File: src/rtl/sram_arb_pkg.sv
// rtl/sram_arb_pkg.sv - shared types and default constants for the SRAM read arbiter
//
// Purpose : FSM state and port-owner encodings, default parameter values,
//           and a width helper for the small internal counters.
// Ports   : none (package).

package sram_arb_pkg;

   typedef enum logic [0:0] {
      IDLE = 1'b0,
      READ = 1'b1
   } state_t;

   typedef enum logic [0:0] {
      PORT_A = 1'b0,
      PORT_C = 1'b1
   } port_t;

   localparam int DEF_ADDR_W        = 20;
   localparam int DEF_DATA_W        = 16;
   localparam int DEF_READ_CYCLES   = 2;
   localparam int DEF_MAX_HI_STREAK = 4;

   // Bits needed to hold the values 0..max_val (at least one bit).
   function automatic int count_width(input int max_val);
      int w;
      w = 1;
      while ((1 << w) <= max_val) begin
         w = w + 1;
      end
      return w;
   endfunction

endpackage

File: src/rtl/sram_port_capture.sv
// rtl/sram_port_capture.sv - per-port read-data capture register with valid pulse
//
// Purpose : Latches the SRAM data bus when the arbiter closes a read for
//           this port and raises a one-cycle valid alongside the new word.
//           The data register holds its value between captures.
// Ports   :
//   Clk      in   system clock
//   reset    in   synchronous, active-high; clears data and valid
//   capture  in   one-cycle strobe: sample din this edge
//   din      in   DATA_W SRAM data bus
//   data_o   out  DATA_W last captured word
//   valid_o  out  one-cycle pulse in the cycle data_o is updated

module sram_port_capture
   import sram_arb_pkg::*;
#(
   parameter int DATA_W = DEF_DATA_W
) (
   input  logic              Clk,
   input  logic              reset,
   input  logic              capture,
   input  logic [DATA_W-1:0] din,
   output logic [DATA_W-1:0] data_o,
   output logic              valid_o
);

   logic [DATA_W-1:0] data_q, data_d;
   logic              valid_q, valid_d;

   always_comb begin
      data_d  = data_q;
      valid_d = capture;
      if (capture) begin
         data_d = din;
      end
   end

   always_ff @(posedge Clk) begin
      if (reset) begin
         data_q  <= '0;
         valid_q <= 1'b0;
      end else begin
         data_q  <= data_d;
         valid_q <= valid_d;
      end
   end

   assign data_o  = data_q;
   assign valid_o = valid_q;

endmodule

File: src/rtl/sram_read_arbiter.sv
// rtl/sram_read_arbiter.sv - two-port read arbiter for the shared async board SRAM
//
// Purpose : Shares one asynchronous 16-bit SRAM between the audio sample
//           streamer (port A, high priority) and the chart/arrow-data reader
//           (port C, low priority). Owns all SRAM control pins, holds each
//           read for READ_CYCLES cycles, returns captured data per port and
//           forces a C grant after MAX_HI_STREAK consecutive A grants made
//           while C was waiting.
// Ports   :
//   Clk               in   system clock (50 MHz)
//   reset             in   synchronous, active-high
//   a_req / c_req     in   read request, held with address until ack
//   a_addr / c_addr   in   ADDR_W word address
//   a_ack / c_ack     out  one-cycle pulse: address latched, request accepted
//   a_valid / c_valid out  one-cycle pulse: port data updated
//   a_data / c_data   out  DATA_W last word read for the port
//   SRAM_DQ           in   DATA_W SRAM data bus
//   SRAM_ADDR         out  ADDR_W registered SRAM address
//   SRAM_CE_N/OE_N/UB_N/LB_N out active-low registered controls
//   SRAM_WE_N         out  tied high, the SRAM is never written
//   busy              out  high while a read is in progress

module sram_read_arbiter
   import sram_arb_pkg::*;
#(
   parameter int ADDR_W        = DEF_ADDR_W,
   parameter int DATA_W        = DEF_DATA_W,
   parameter int READ_CYCLES   = DEF_READ_CYCLES,
   parameter int MAX_HI_STREAK = DEF_MAX_HI_STREAK
) (
   input  logic              Clk,
   input  logic              reset,
   input  logic              a_req,
   input  logic [ADDR_W-1:0] a_addr,
   output logic              a_ack,
   output logic              a_valid,
   output logic [DATA_W-1:0] a_data,
   input  logic              c_req,
   input  logic [ADDR_W-1:0] c_addr,
   output logic              c_ack,
   output logic              c_valid,
   output logic [DATA_W-1:0] c_data,
   input  logic [DATA_W-1:0] SRAM_DQ,
   output logic [ADDR_W-1:0] SRAM_ADDR,
   output logic              SRAM_CE_N,
   output logic              SRAM_OE_N,
   output logic              SRAM_UB_N,
   output logic              SRAM_LB_N,
   output logic              SRAM_WE_N,
   output logic              busy
);

   localparam int CNT_W = count_width(READ_CYCLES);
   localparam int STK_W = count_width(MAX_HI_STREAK);

   localparam logic [CNT_W-1:0] CNT_LAST  = CNT_W'(READ_CYCLES);
   localparam logic [CNT_W-1:0] CNT_FIRST = CNT_W'(1);
   localparam logic [STK_W-1:0] STK_MAX   = STK_W'(MAX_HI_STREAK);

   state_t            state_q,  state_d;
   port_t             owner_q,  owner_d;
   logic [ADDR_W-1:0] addr_q,   addr_d;
   logic              ctrl_n_q, ctrl_n_d;
   logic [CNT_W-1:0]  cnt_q,    cnt_d;
   logic [STK_W-1:0]  streak_q, streak_d;
   logic              a_ack_q,  a_ack_d;
   logic              c_ack_q,  c_ack_d;

   logic              pick_a;
   logic              pick_c;
   logic              cap_a;
   logic              cap_c;

   // A wins unless C has already been passed over MAX_HI_STREAK times.
   assign pick_a = a_req && !(c_req && (streak_q == STK_MAX));
   assign pick_c = !pick_a && c_req;

   always_comb begin
      state_d  = state_q;
      owner_d  = owner_q;
      addr_d   = addr_q;
      ctrl_n_d = ctrl_n_q;
      cnt_d    = cnt_q;
      streak_d = streak_q;
      a_ack_d  = 1'b0;
      c_ack_d  = 1'b0;
      cap_a    = 1'b0;
      cap_c    = 1'b0;

      case (state_q)
         IDLE: begin
            if (pick_a) begin
               state_d  = READ;
               owner_d  = PORT_A;
               addr_d   = a_addr;
               ctrl_n_d = 1'b0;
               cnt_d    = CNT_FIRST;
               a_ack_d  = 1'b1;
               // Only A grants that bypass a waiting C count toward starvation.
               if (c_req && (streak_q != STK_MAX)) begin
                  streak_d = streak_q + 1'b1;
               end
            end else if (pick_c) begin
               state_d  = READ;
               owner_d  = PORT_C;
               addr_d   = c_addr;
               ctrl_n_d = 1'b0;
               cnt_d    = CNT_FIRST;
               c_ack_d  = 1'b1;
               streak_d = '0;
            end
         end

         READ: begin
            if (cnt_q < CNT_LAST) begin
               cnt_d = cnt_q + 1'b1;
            end else begin
               // Data has been stable for READ_CYCLES cycles; sample and release.
               cap_a    = (owner_q == PORT_A);
               cap_c    = (owner_q == PORT_C);
               ctrl_n_d = 1'b1;
               state_d  = IDLE;
            end
         end

         default: begin
            state_d  = IDLE;
            ctrl_n_d = 1'b1;
         end
      endcase
   end

   always_ff @(posedge Clk) begin
      if (reset) begin
         state_q  <= IDLE;
         owner_q  <= PORT_A;
         addr_q   <= '0;
         ctrl_n_q <= 1'b1;
         cnt_q    <= '0;
         streak_q <= '0;
         a_ack_q  <= 1'b0;
         c_ack_q  <= 1'b0;
      end else begin
         state_q  <= state_d;
         owner_q  <= owner_d;
         addr_q   <= addr_d;
         ctrl_n_q <= ctrl_n_d;
         cnt_q    <= cnt_d;
         streak_q <= streak_d;
         a_ack_q  <= a_ack_d;
         c_ack_q  <= c_ack_d;
      end
   end

   sram_port_capture #(
      .DATA_W (DATA_W)
   ) u_cap_a (
      .Clk     (Clk),
      .reset   (reset),
      .capture (cap_a),
      .din     (SRAM_DQ),
      .data_o  (a_data),
      .valid_o (a_valid)
   );

   sram_port_capture #(
      .DATA_W (DATA_W)
   ) u_cap_c (
      .Clk     (Clk),
      .reset   (reset),
      .capture (cap_c),
      .din     (SRAM_DQ),
      .data_o  (c_data),
      .valid_o (c_valid)
   );

   assign a_ack     = a_ack_q;
   assign c_ack     = c_ack_q;
   assign SRAM_ADDR = addr_q;
   // CE, OE and both byte lanes move together: every access is a full-word read.
   assign SRAM_CE_N = ctrl_n_q;
   assign SRAM_OE_N = ctrl_n_q;
   assign SRAM_UB_N = ctrl_n_q;
   assign SRAM_LB_N = ctrl_n_q;
   assign SRAM_WE_N = 1'b1;
   assign busy      = (state_q == READ);

endmodule

File: config.mk
export PLATFORM = sky130hd
export DESIGN_NAME = sram_read_arbiter
export DESIGN_NICKNAME = d
export VERILOG_FILES = /design/src/rtl/sram_arb_pkg.sv /design/src/rtl/sram_port_capture.sv /design/src/rtl/sram_read_arbiter.sv
export SDC_FILE = /design/constraint.sdc
export NUM_CORES = 1
export LEC_CHECK = 0
export BUFFER_PORTS_ARGS = -buffer_cell sky130_fd_sc_hd__buf_2
export CAP_MARGIN = 20
export CORE_MARGIN = 2
export CORE_UTILIZATION = 46
export DETAILED_ROUTE_END_ITERATION = 12
export GPL_TIMING_DRIVEN = 0
export HOLD_SLACK_MARGIN = 0.08
export PLACE_DENSITY = 0.79
export SLEW_MARGIN = 20
export SYNTH_ARGS = -nofsm -noshare
export SYNTH_HDL_FRONTEND = slang
export SYNTH_SLANG_ARGS = --single-unit
File: constraint.sdc
create_clock -name Clk -period 1.4 [get_ports Clk]
set_input_delay 0.07 -clock Clk [delete_from_list [all_inputs] [get_ports Clk]]
set_output_delay 0.07 -clock Clk [all_outputs]
set_load 0.005 [all_outputs]
* Yosys cells after proc, flatten, opt, wreduce, memory -nomap -nowiden
Index checks and enable logic that the tools add are counted.
** Storage, ports and cells
- Bits in registers :: 64
- Logic and storage cells :: 60
** Cells by class
- Order comparisons :: 1
- $add $sub $neg :: 2
- Mux-type cells :: 24
- Equal/unequal tests :: 6
- Bitwise operators :: 2
- Reductions and logical operators :: 13
** Operators with widths (count)
- 20-bit two-way mux :: 2
- 1-bit two-way mux :: 13
- 3-bit two-way mux :: 3
- 2-bit two-way mux :: 3
- 3-bit inequality test, second input constant :: 2
- 2-bit AND reduction :: 3
- 1-bit logical AND :: 4
- 2-bit by 1-bit inequality test with 1-bit output, second input constant :: 2
- 1-bit one-hot mux with 2 select lines :: 2
- 2-bit one-hot mux with 2 select lines :: 1
- 3-bit by 1-bit adder with 3-bit output, second input constant :: 1
- 3-bit equality test, second input constant :: 1
- 3-bit AND reduction :: 1
- 3-bit OR reduction :: 1
- 2-bit by 1-bit adder with 2-bit output, second input constant :: 1
- 1-bit logical NOT :: 2
- 2-bit < comparator, second input constant :: 1
- 2-bit inequality test, second input constant :: 1
- 1-bit inverter :: 2
- 2-bit nonzero test :: 1
- 2-bit OR reduction :: 1

* Logic depth before layout (Yosys ltp)
Gate-level depths: netlist of the first run.
- Word-level depth :: 9
- Mapped depth :: 6
- Gate-level depth less buffers :: 5

* Hierarchy
A second synthesis of the first run with hierarchy kept.
** Unflattened totals
- Cell total of the unflattened synthesis :: 279
- Area, all modules :: 2611.3 sq um
** By module, submodules not included
- sram_read_arbiter :: sequential area each 600.6 sq um, area each 1395.1 sq um, instances 1, cells each 171
- sram_port_capture :: sequential area each 340.3 sq um, area each 608.1 sq um, instances 2, cells each 54

* Worst setup path after synthesis of the first run
No wires, ideal clock.
- Kind :: register -> register
- Start point :: register streak_q[0]
- End point :: register addr_q[17], in the netlist SRAM_ADDR[17]
- Clock period less this slack :: 1257 ps
- Library setup time :: 126 ps
- Cell stages (with the launch flop) :: 7
- Setup slack :: 143 ps
- Data required time :: 1274 ps
- Path buffers :: 1
- Arrival :: 1131 ps
- Cells stage by stage :: dfxtp_1 > inv_1 > ha_1 > and3_1 > buf_2 > o21ai_0 > a31oi_1
** Between the ends
- Longest elaborated chain between the ends :: 8
- Elaborated cells between the ends (all ways) :: 9
** Ends and longest elaborated chain
- start: declaration :: line sram_read_arbiter.sv:65 : logic [STK_W-1:0] streak_q, streak_d;
- start signal: assignment :: line sram_read_arbiter.sv:149 : streak_q <= streak_d;
- 3-bit equality test (*) :: line sram_read_arbiter.sv:75 : assign pick_a = a_req && !(c_req && (streak_q == STK_MAX));
- 1-bit logical AND (*) :: line sram_read_arbiter.sv:75
- 1-bit logical NOT (*) :: line sram_read_arbiter.sv:75
- 1-bit logical AND (*) :: line sram_read_arbiter.sv:75
- 1-bit logical NOT :: line sram_read_arbiter.sv:76 : assign pick_c = !pick_a && c_req;
- 1-bit logical AND :: line sram_read_arbiter.sv:76
- 2-bit nonzero test (no line)
- 2-bit AND reduction (no line)
- end signal: assignment :: line sram_read_arbiter.sv:146 : addr_q <= addr_d;
- end: declaration :: line sram_read_arbiter.sv:62 : logic [ADDR_W-1:0] addr_q, addr_d;
Every way passes the cells marked *; elsewhere a longest branch is shown, timed or not.
A chain may end at the register's enable or synchronous reset.

* Worst setup path in the final report of the first run
- Start point :: register streak_q[0]
- End point :: register addr_q[2], in the netlist SRAM_ADDR[2]
Same word-level chain as after synthesis.

==> results.txt, run 1 <==
----------------------------------------------------
[Run status]
  Outcome ... complete, no violations

[CTS]
  Worst-Skew Late Latency ... 0.34 ns
  Clock tree root buffer cell ... clkbuf_8
  H-tree depth reported by CTS ... 3
  Number of CTS-inserted buffers ... 9
  Number of sinks on the clock net ... 64
  Longest Clk Path Bufs ... 2
  TritonCTS clock tree ... done
  CTS clk-pin slew, worst paths ... 0.08 ns

[Die]
  Chip height ... 78.8 µm
  I/O Pins ... roughly 120
  Area of the core ... 5470 µm²
  Effective utilization at floorplan ... 0.471
  Number of placement rows ... 27
  Die footprint ... 6210 µm²
  Die X ... 78.8 µm

[STA]
  Final count of hold timing violations ... 0
  Setup TNS after final layout ... 0 ns
  Number of failing setup endpoints in the final timing report ... 0
  Post-route minimum period ... 1.39 ns
  Share of the cycle needed by the critical path after routing ... 0.990
  Transition time at the pin with the least slew margin ... 0.515 ns
  Fmax ... 0.722 GHz
  Slew HR ... 0.657
  Max-slew violation count ... 0
  Setup Skew ... roughly 0.012 ns

[Synth]
  Yosys warns ... 0
  Synth Register Bits ... 64
  Synth Cell Area ... between 2000 and 3000 µm²
  Most frequently used flop master after synthesis ... dfxtp_1
  Post-Syn Instances ... 315
  Number of enable flip-flop cells after synthesis ... 0
  Sequential cell area fraction in the yosys report ... 0.498
  Post-Synthesis Net Count ... 377
  Avg Synthesized Cell Area ... 8.17 µm²
  Proportion of register bits with asynchronous set or reset after synthesis ... 0
  Number of unique standard cell types used by synthesis ... 35

[Cells and area]
  Finished Core Util ... 0.748
  Area of combinational cells with multiple inputs ... 1110 µm²
  Non-filler cells, final ... between 500 and 600
  Nets ... about 560
  Ant diodes ... 0
  P&R area growth vs syn ... 58.9%
  Fill cell instance count of the final layout ... 374
  Area taken by flip-flops and latches ... 1280 µm²
  Design Area, Final ... about 4100 µm²
  Fraction of layout instances using a drive strength above 1 ... 0.345

[Setup path]
  Startpoint types ... register
  Buffers and inverters on the worst path ... 2
  Number of stages on the worst setup path ... 6
  Data arrival time of the critical path ... 1.60 ns
  Maximum fanout count along the critical path ... 10
  Req. time, crit path ... 1.61 ns
  Dominant delay contributor by cell family on the critical path ... flip-flops
  CP max stage cell ... dfxtp_2
  Critical Path End Type ... register
  Kind of critical path ... register to register
  Critical path cell sequence ... inv_1 > ha_2 > and3_4 > buf_6 > o21ai_1 > a31oi_1
  Delay of the slowest cell on the worst path ... 0.35 ns
  Cell depth of the worst flop-to-flop path ... 6

[Global route]
  Overall track demand over capacity in global routing ... 0.292
  First-pass GRT wire length ... 14400 µm
  Total grt overflow ... 0
  Via count of the first global-routing pass ... 3025
  Number of antenna violations at the first check in global routing ... 0
  Pin count of the biggest net entering global routing ... 11

[Power and ir drop]
  Leakage power summed over all cells ... 1.84 nW
  IR drop worst, VDD ... 690 µV
  Power per cell area ... 1020 nW/µm²
  PnR Total Power ... roughly 4.2 mW

[Hold path]
  Worst min-delay path class ... primary input to register
  Cell depth of the worst hold path ... 3

[Placement]
  Weighted congestion reported at the end of routability-driven placement ... 0.851
  Post-Place Cells ... 506
  Half-perimeter wire length after detailed placement ... between 4000 and 5000 µm
  Post-Place Cell Area ... between 3000 and 4000 µm²
  Port buffer count ... roughly 120

[Drt]
  Drt initial violations ... approximately 240
  Via count ... between 3000 and 4000
  DRC violations left ... 0
  Drt pass-1 iters ... 5
  ANT nets after route ... 0
  Post-DR vias/cell ... about 5.4
  Post-detailed-route wirelength per cell ... 16.0 µm
  Total Wirelength ... 9270 µm

[Flow run]
  MaxCap Viol Count ... 0

----------------------------------------------------
==> power breakdown <==
part	switching (mW)	total, mW	internal (mW)
Sequential	0.0523	1.95	1.90
Clock	0.711	1.59	0.881
Combinational	0.303	0.633	0.331
==> state kept, by name, summed over array words and instances (netlist names) <==
| register | flops |
|---|---|
| u_cap_c.valid_o | 1 |
| owner_q | 1 |
| u_cap_a.valid_o | 1 |
| cnt_q | 2 |
| SRAM_CE_N | 1 |
| c_ack | 1 |
| a_ack | 1 |
| busy | 1 |
| streak_q | 3 |
| SRAM_ADDR | 20 |
| u_cap_c.data_o | 16 |
| u_cap_a.data_o | 16 |
==> cell type report <==
cell class / instances / area share
repair buffers: 176 / 0.285
inverters: 5 / 0.00459
multi-input cells: 213 / 0.270
well taps: 72 / 0.0220
flip-flops and latches: 64 / 0.314
clock buffers: 14 / 0.0471
plain buffers: 33 / 0.0550
clock inverters: 2 / 0.00245
==> per-stage QoR <==
step / hold WS (ns) / setup WS, ns
2_1_floorplan: 0.188 / 0.143
3_3_place_gp: 0.324 / 0.00945
3_5_place_dp: 0.329 / -0.0462
4_1_cts: 0.194 / 0.00190
5_1_grt: 0.231 / -0.00911
6_report: 0.212 / 0.0144
==> cells in the mapped netlist (all sizes together) (2+ instances only) <==
master | number | area (µm²)
nand3 | 22 | 115
a21oi | 37 | 185
dfxtp | 64 | 1280
buf | 25 | 169
o21ai | 42 | 210
nor2 | 3 | 11.3
inv | 5 | 18.8
nor3 | 2 | 15.0
clkbuf | 8 | 31.3
a31oi | 20 | 125
nand4 | 2 | 12.5
ha | 2 | 25.0
and3 | 3 | 18.8
nand2 | 67 | 251
==> tightest hold or removal path, cell delays in order <==
cell and delay [ns]:
buf_2 0.09, buf_2 0.21, o31a_1 0.15
==> layer usage <==
metal | vias to the layer above | routed length, µm | global-route usage
li1 | 1461 | - | -
met5 | - | 0 | 0
met1 | 1419 | 3630 | 0.340
met2 | 219 | 4380 | 0.502
met4 | 0 | 287 | 0.131
met3 | 38 | 974 | 0.0795
==> placed cells by master (no fill, tap or decap), drive strengths merged <==
cell	n
conb	1
o21ba	1
a211oi	1
nand4	2
o31a	1
nor3b	1
nand2b	1
clkbuf	22
inv	5
and3	3
a21oi	37
dlygate4sd3	57
a31oi	20
nand2	67
nor4	1
and3b	1
nor2	3
nand3	22
nand3b	1
nor3	2
o221a	1
nand4b	1
dfxtp	64
clkinv	2
nor2b	1
ha	2
buf	144
o21ai	42
xor2	1
==> cell families after synthesis <==
kind of cell    synth area share
fa+ha+maj                0.00972
flops                      0.498
compound gates             0.217
other cells              0.00146
buf+inv                   0.0850
simple gates               0.186
xor+xnor                 0.00340
==> final timing paths <==
check	from	end	slack (ns)
max	streak_q[0]$_SDFFE_PP0P_	SRAM_ADDR[2]$_SDFFE_PP0P_	0.01
min	a_req	busy$_SDFF_PP0_	0.21
max reg2reg	streak_q[0]$_SDFFE_PP0P_	SRAM_ADDR[2]$_SDFFE_PP0P_	0.01
min reg2reg	u_cap_c.data_o[3]$_SDFFE_PP0P_	u_cap_c.data_o[3]$_SDFFE_PP0P_	0.45
==> timing repair <==
item / 4_1_cts / 5_1_grt
gates cloned: 0 / 0
pin swaps: 0 / 1
gates resized for setup: 9 / 26
endpoints found under the hold margin: 54 / 0
hold buffers: 57 / 0
endpoints found under the setup margin: 20 / 22
buffers inserted: 0 / 0
Note: power is estimated with default switching activity, not from simulation.
==> inputs of run 2 (changes only) <==
--- a/config.mk
+++ b/config.mk
@@ -7,6 +7,7 @@
 export LEC_CHECK = 0
 export BUFFER_PORTS_ARGS = -buffer_cell sky130_fd_sc_hd__buf_2
 export CAP_MARGIN = 20
+export CORE_ASPECT_RATIO = 0.5
 export CORE_MARGIN = 2
 export CORE_UTILIZATION = 46
 export DETAILED_ROUTE_END_ITERATION = 12
==> results.txt, run 2 (same netlist as run 1, synthesis figures left out) <==
----------------------------------------------------
[Run status]
  Outcome ... complete, no violations

[Drt]
  ANT nets after route ... 0
  Total Wirelength ... 8300 µm
  DRC violations left ... 0
  Post-DR vias/cell ... 5.12
  Routed wire length on met2 ... 3990 µm
  Routed metal-1 wirelength ... 3470 µm
  Uppermost routed layer ... met4
  Wire length on met3 ... a little under 600 µm
  Drt initial violations ... 163
  Via count ... around 3000
  Drt pass-1 iters ... 4
  Post-detailed-route wirelength per cell ... 14.3 µm

[CTS]
  Post-CTS repair timing setup buffer count ... 0
  Worst-Skew Late Latency ... 0.34 ns
  Clock tree root buffer cell ... clkbuf_8
  Longest Clk Path Bufs ... 2
  H-tree depth reported by CTS ... 3
  Number of sinks on the clock net ... 64
  Number of CTS-inserted buffers ... 9
  CTS clk-pin slew, worst paths ... 0.07 ns
  TritonCTS clock tree ... done

[Setup path]
  CP max stage cell ... dfxtp_2
  Data arrival time of the critical path ... 1.61 ns
  Buffers and inverters on the worst path ... 2
  R2r startpoint ... streak_q[0]$_SDFFE_PP0P_
  Startpoint types ... register
  Setup slack, reg-to-reg ... 0.06 ns
  Kind of critical path ... register to register
  Number of stages on the worst setup path ... 6
  Capture instance of the worst register-to-register path ... SRAM_ADDR[14]$_SDFFE_PP0P_
  Maximum fanout count along the critical path ... 10
  Dominant delay contributor by cell family on the critical path ... flip-flops
  Launching element of the worst setup path ... streak_q[0]$_SDFFE_PP0P_
  Critical Path End Type ... register
  Cell depth of the worst flop-to-flop path ... 6
  Critical path cell sequence ... inv_1 > ha_2 > and3_4 > buf_4 > o21ai_2 > a31oi_1
  Req. time, crit path ... roughly 1.7 ns
  Delay of the slowest cell on the worst path ... 0.33 ns

[Die]
  Number of placement rows ... 19
  Die X ... approximately 110 µm
  Chip height ... 56.9 µm
  Die footprint ... ~6200 µm²
  I/O Pins ... 122
  Area of the core ... 5440 µm²
  Effective utilization at floorplan ... 0.473

[Placement]
  Port buffer count ... 119
  Post-Place Cells ... 507
  Half-perimeter wire length after detailed placement ... 4810 µm
  Weighted congestion reported at the end of routability-driven placement ... 0.832
  Post-Place Cell Area ... around 3300 µm²
  Placement Setup Slack ... between 0.01 and 0.015 ns

[Power and ir drop]
  IR drop worst, VDD ... 639 µV
  Power per cell area ... 975 nW/µm²
  Leakage power summed over all cells ... about 1.8 nW
  PnR Total Power ... 3.95 mW

[STA]
  Setup Skew ... 0.00893 ns
  Share of the cycle needed by the critical path after routing ... 0.959
  Number of failing setup endpoints in the final timing report ... 0
  Final count of hold timing violations ... 0
  Post-route setup slack ... 0.0574 ns
  Transition time at the pin with the least slew margin ... 0.502 ns
  Post-route minimum period ... 1.34 ns
  Slew HR ... 0.666
  Final hold slack ... about 0.18 ns
  Setup TNS after final layout ... 0 ns
  Max-slew violation count ... 0
  Fmax ... approximately 0.74 GHz

[Hold path]
  Hold path endpoint ... c_ack$_SDFF_PP0_
  Cell depth of the worst hold path ... 3
  Worst min-delay path class ... primary input to register
  Hold wc startpoint ... reset

[Cells and area]
  Finished Core Util ... 0.743
  Highest-count cells in the layout ignoring fill and taps ... 127 x buf_2, 67 x nand2_1, 63 x dfxtp_1
  Most common cell after layout, fill and taps aside ... buf_2
  Ant diodes ... 0
  Max reg flops ... 20
  Design Area, Final ... 4050 µm²
  Nets ... 564
  Fraction of layout instances using a drive strength above 1 ... 0.336
  P&R area growth vs syn ... 57.1%
  Fill cell instance count of the final layout ... 420
  Non-filler cells, final ... 579

[Global route]
  Overall track demand over capacity in global routing ... 0.270
  Pin count of the biggest net entering global routing ... 11
  Total grt overflow ... 0
  First-pass GRT wire length ... around 13000 µm
  Number of antenna violations at the first check in global routing ... 0
  Via count of the first global-routing pass ... 2765

[Flow run]
  MaxCap Viol Count ... 0

----------------------------------------------------
==> run 2: changes by cell type in the layout (fill, tap and decap cells not counted) <==
cell | previous run | this run
buf_6 | 8 | 7
o21ai_2 | 5 | 2
clkbuf_8 | 14 | 11
o21ai_0 | 4 | 2
dfxtp_1 | 62 | 63
dfxtp_2 | 2 | 1
o21ai_1 | 33 | 38
buf_4 | 8 | 9
clkinv_2 | 2 | 4
==> run 2: how the worst max path moves through the flow <==
stage	endpoint
floorplan	SRAM_ADDR[17]$_SDFFE_PP0P_
global placement	SRAM_ADDR[19]$_SDFFE_PP0P_
detailed placement	SRAM_ADDR[6]$_SDFFE_PP0P_
CTS	SRAM_ADDR[15]$_SDFFE_PP0P_
global route	SRAM_ADDR[14]$_SDFFE_PP0P_
finish	SRAM_ADDR[14]$_SDFFE_PP0P_
==> run 2: layout make-up <==
cell class / instances / area, µm² / share of cell area
Timing Repair Buffer: 176 / 1170 / 0.288
Buffer: 33 / 221 / 0.0547
Sequential cell: 64 / 1280 / 0.317
Clock inverter: 4 / 20.0 / 0.00495
Tap cell: 73 / 91.3 / 0.0226
Clock buffer: 11 / 151 / 0.0374
Inverter: 5 / 18.8 / 0.00464
Multi-Input combinational cell: 213 / 1090 / 0.271
==> run 2: power breakdown <==
group / leakage (nW) / switching (mW) / total (mW) / internal, mW
clock: 0.0947 / 0.676 / 1.39 / 0.716
sequential: 0.523 / 0.0456 / 1.94 / 1.90
combinational: 1.21 / 0.280 / 0.609 / 0.329
==> run 2: timing repair <==
| item | 4_1_cts | 5_1_grt |
|---|---|---|
| pin swaps | 0 | 0 |
| hold endpoints to repair | 54 | 0 |
| setup endpoints to repair | 2 | 23 |
| gates resized for setup | 1 | 33 |
| hold buffers | 57 | 0 |
==> run 2: worst reg2reg max path, cell delays in order, from the launching register on <==
cell and delay [ns]:
dfxtp_2 0.33, inv_1 0.07, ha_2 0.20, and3_4 0.20, buf_4 0.18, o21ai_2 0.07, a31oi_1 0.21
==> run 2: routing by layer <==
layer	GRT usage	vias up
li1	-	1458
met1	0.320	1335
met2	0.458	135
met3	0.0767	34
met4	0.116	0
met5	0	-
==> inputs of run 3 (changes only) <==
--- a/config.mk
+++ b/config.mk
@@ -9,11 +9,11 @@
 export CAP_MARGIN = 20
 export CORE_ASPECT_RATIO = 0.5
 export CORE_MARGIN = 2
-export CORE_UTILIZATION = 46
+export CORE_UTILIZATION = 49
 export DETAILED_ROUTE_END_ITERATION = 12
 export GPL_TIMING_DRIVEN = 0
 export HOLD_SLACK_MARGIN = 0.08
-export PLACE_DENSITY = 0.79
+export PLACE_DENSITY = 0.84
 export SLEW_MARGIN = 20
 export SYNTH_ARGS = -nofsm -noshare
 export SYNTH_HDL_FRONTEND = slang
==> constraint.sdc (replaced) <==
create_clock -name Clk -period 1.7 [get_ports Clk]
set_input_delay 0.085 -clock Clk [delete_from_list [all_inputs] [get_ports Clk]]
set_output_delay 0.085 -clock Clk [all_outputs]
set_load 0.005 [all_outputs]
==> results.txt, run 3 (same netlist as run 1, synthesis figures left out) <==
----------------------------------------------------
[Global route]
  Pin count of the biggest net entering global routing ... 11
  Via count of the first global-routing pass ... 2846
  Number of antenna violations at the first check in global routing ... 0
  First-pass GRT wire length ... 13400 µm
  Overall track demand over capacity in global routing ... 0.288
  Total grt overflow ... 0

[Cells and area]
  Non-filler cells, final ... 574
  P&R area growth vs syn ... 54.2%
  Fraction of layout instances using a drive strength above 1 ... 0.317
  Ant diodes ... 0
  Finished Core Util ... 0.794
  Most common cell after layout, fill and taps aside ... buf_2
  Highest-count cells in the layout ignoring fill and taps ... 131 x buf_2, 67 x nand2_1, 64 x dfxtp_1
  Max reg flops ... 20
  Nets ... roughly 560

[Placement]
  Placement Setup Slack ... between 0.2 and 0.3 ns
  Weighted congestion reported at the end of routability-driven placement ... 0.799
  Post-Place Cells ... 504
  Half-perimeter wire length after detailed placement ... 4650 µm
  Port buffer count ... 119

[Drt]
  Drt pass-1 iters ... 4
  Drt initial violations ... 183
  DRC violations left ... 0
  ANT nets after route ... 0
  Total Wirelength ... roughly 8300 µm
  Via count ... 2950
  Post-DR vias/cell ... 5.14
  Post-detailed-route wirelength per cell ... about 14 µm

[STA]
  Number of failing setup endpoints in the final timing report ... 0
  Setup Skew ... 0.00586 ns
  Max-slew violation count ... 0
  RSZ-0062 raised after global routing ... false
  Share of the cycle needed by the critical path after routing ... 0.906
  Fmax ... 0.649 GHz
  Setup TNS after final layout ... 0 ns
  Final count of hold timing violations ... 0
  Post-route setup slack ... between 0.15 and 0.2 ns
  Post-route minimum period ... 1.54 ns

[Flow run]
  MaxCap Viol Count ... 0

[CTS]
  Clock tree root buffer cell ... clkbuf_8
  Longest Clk Path Bufs ... 2
  CTS Hold Bufs ... between 50 and 60
  Post-CTS repair timing setup buffer count ... 0
  Number of CTS-inserted buffers ... 9
  Cts repair resizes ... 0
  H-tree depth reported by CTS ... 3
  Number of sinks on the clock net ... 64
  Worst-Skew Late Latency ... 0.32 ns
  CTS clk-pin slew, worst paths ... roughly 0.06 ns
  TritonCTS clock tree ... done

[Setup path]
  Critical Path End Type ... register
  Maximum fanout count along the critical path ... 10
  Startpoint types ... register
  Req. time, crit path ... between 1.5 and 2 ns
  Kind of critical path ... register to register
  Data arrival time of the critical path ... 1.74 ns
  Setup slack, reg-to-reg ... roughly 0.16 ns

[Die]
  Chip height ... between 50 and 60 µm
  I/O Pins ... 122
  Area of the core ... 5000 µm²
  Effective utilization at floorplan ... 0.515
  Number of placement rows ... 18
  Die footprint ... 5890 µm²
  Die X ... 107 µm

[Run status]
  Outcome ... complete, no violations

[Power and ir drop]
  Share of total power consumed by net switching ... 0.251
  Switching power ... 0.782 mW
  Int Pwr ... 2.33 mW
  Power per cell area ... 785 nW/µm²
  PnR Total Power ... 3.11 mW
  IR drop worst, VDD ... 498 µV
  Leakage power summed over all cells ... roughly 1.8 nW
  Combinational share of power ... 0.159
  Relative contribution of the clock network to total power ... 0.327
  Flop pwr share ... 0.514

[Hold path]
  Worst min-delay path class ... primary input to register

----------------------------------------------------
run 3: changes by cell type in the layout (fill, tap and decap cells not counted), sizes merged:
cell | before | now
clkinv | 4 | 2
run 3: worst paths after layout:
path | start | endpoint | cells after the start
setup / recovery | streak_q[0]$_SDFFE_PP0P_ | SRAM_ADDR[16]$_SDFFE_PP0P_ | 6
hold / removal | a_req | busy$_SDFF_PP0_ | 3
setup reg to reg | streak_q[0]$_SDFFE_PP0P_ | SRAM_ADDR[16]$_SDFFE_PP0P_ | 6
hold reg to reg | u_cap_a.data_o[2]$_SDFFE_PP0P_ | u_cap_a.data_o[2]$_SDFFE_PP0P_ | 2
run 3: layout make-up:
class / instances / area (µm²)
sequential: 64 / 1280
timing repair buffer: 176 / 1170
multi-input combinational: 213 / 1070
fill: 351 / 1030
buffer: 33 / 200
clock buffer: 11 / 131
tap: 70 / 87.6
inverter: 5 / 18.8
clock inverter: 2 / 10.0
run 3: worst max-delay path: stages, from the launching register on:
cell     delay, ns
dfxtp_1       0.35
inv_1         0.07
ha_1          0.22
and3_1        0.21
buf_2         0.19
o21ai_0       0.24
a31oi_1       0.13
run 3: power by group through the flow:
stage | Clock (mW) | Sequential (mW) | Combinational, mW
finish | 1.02 | 1.60 | 0.494
global route | 1.10 | 1.61 | 0.537
CTS | 1.03 | 1.60 | 0.473
detailed placement | 0 | 1.63 | 0.373
global placement | 0 | 1.63 | 0.369
floorplan | 0 | 1.64 | 0.191
run 3: per-layer routing:
layer,share of wire,GRT usage
met4,0.029,0.137
met3,0.073,0.0685
met2,0.49,0.495
met1,0.41,0.341
met5,0,0
run 3: stage by stage:
| step | hold WS (ns) | cell area [µm²] |
|---|---|---|
| final | 0.226 | 3970 |
| after global routing | 0.247 | 3970 |
| after CTS | 0.215 | 3970 |
| after detailed placement | 0.344 | 3260 |
| after global placement | 0.341 | 3260 |
| after floorplan | 0.203 | 2570 |
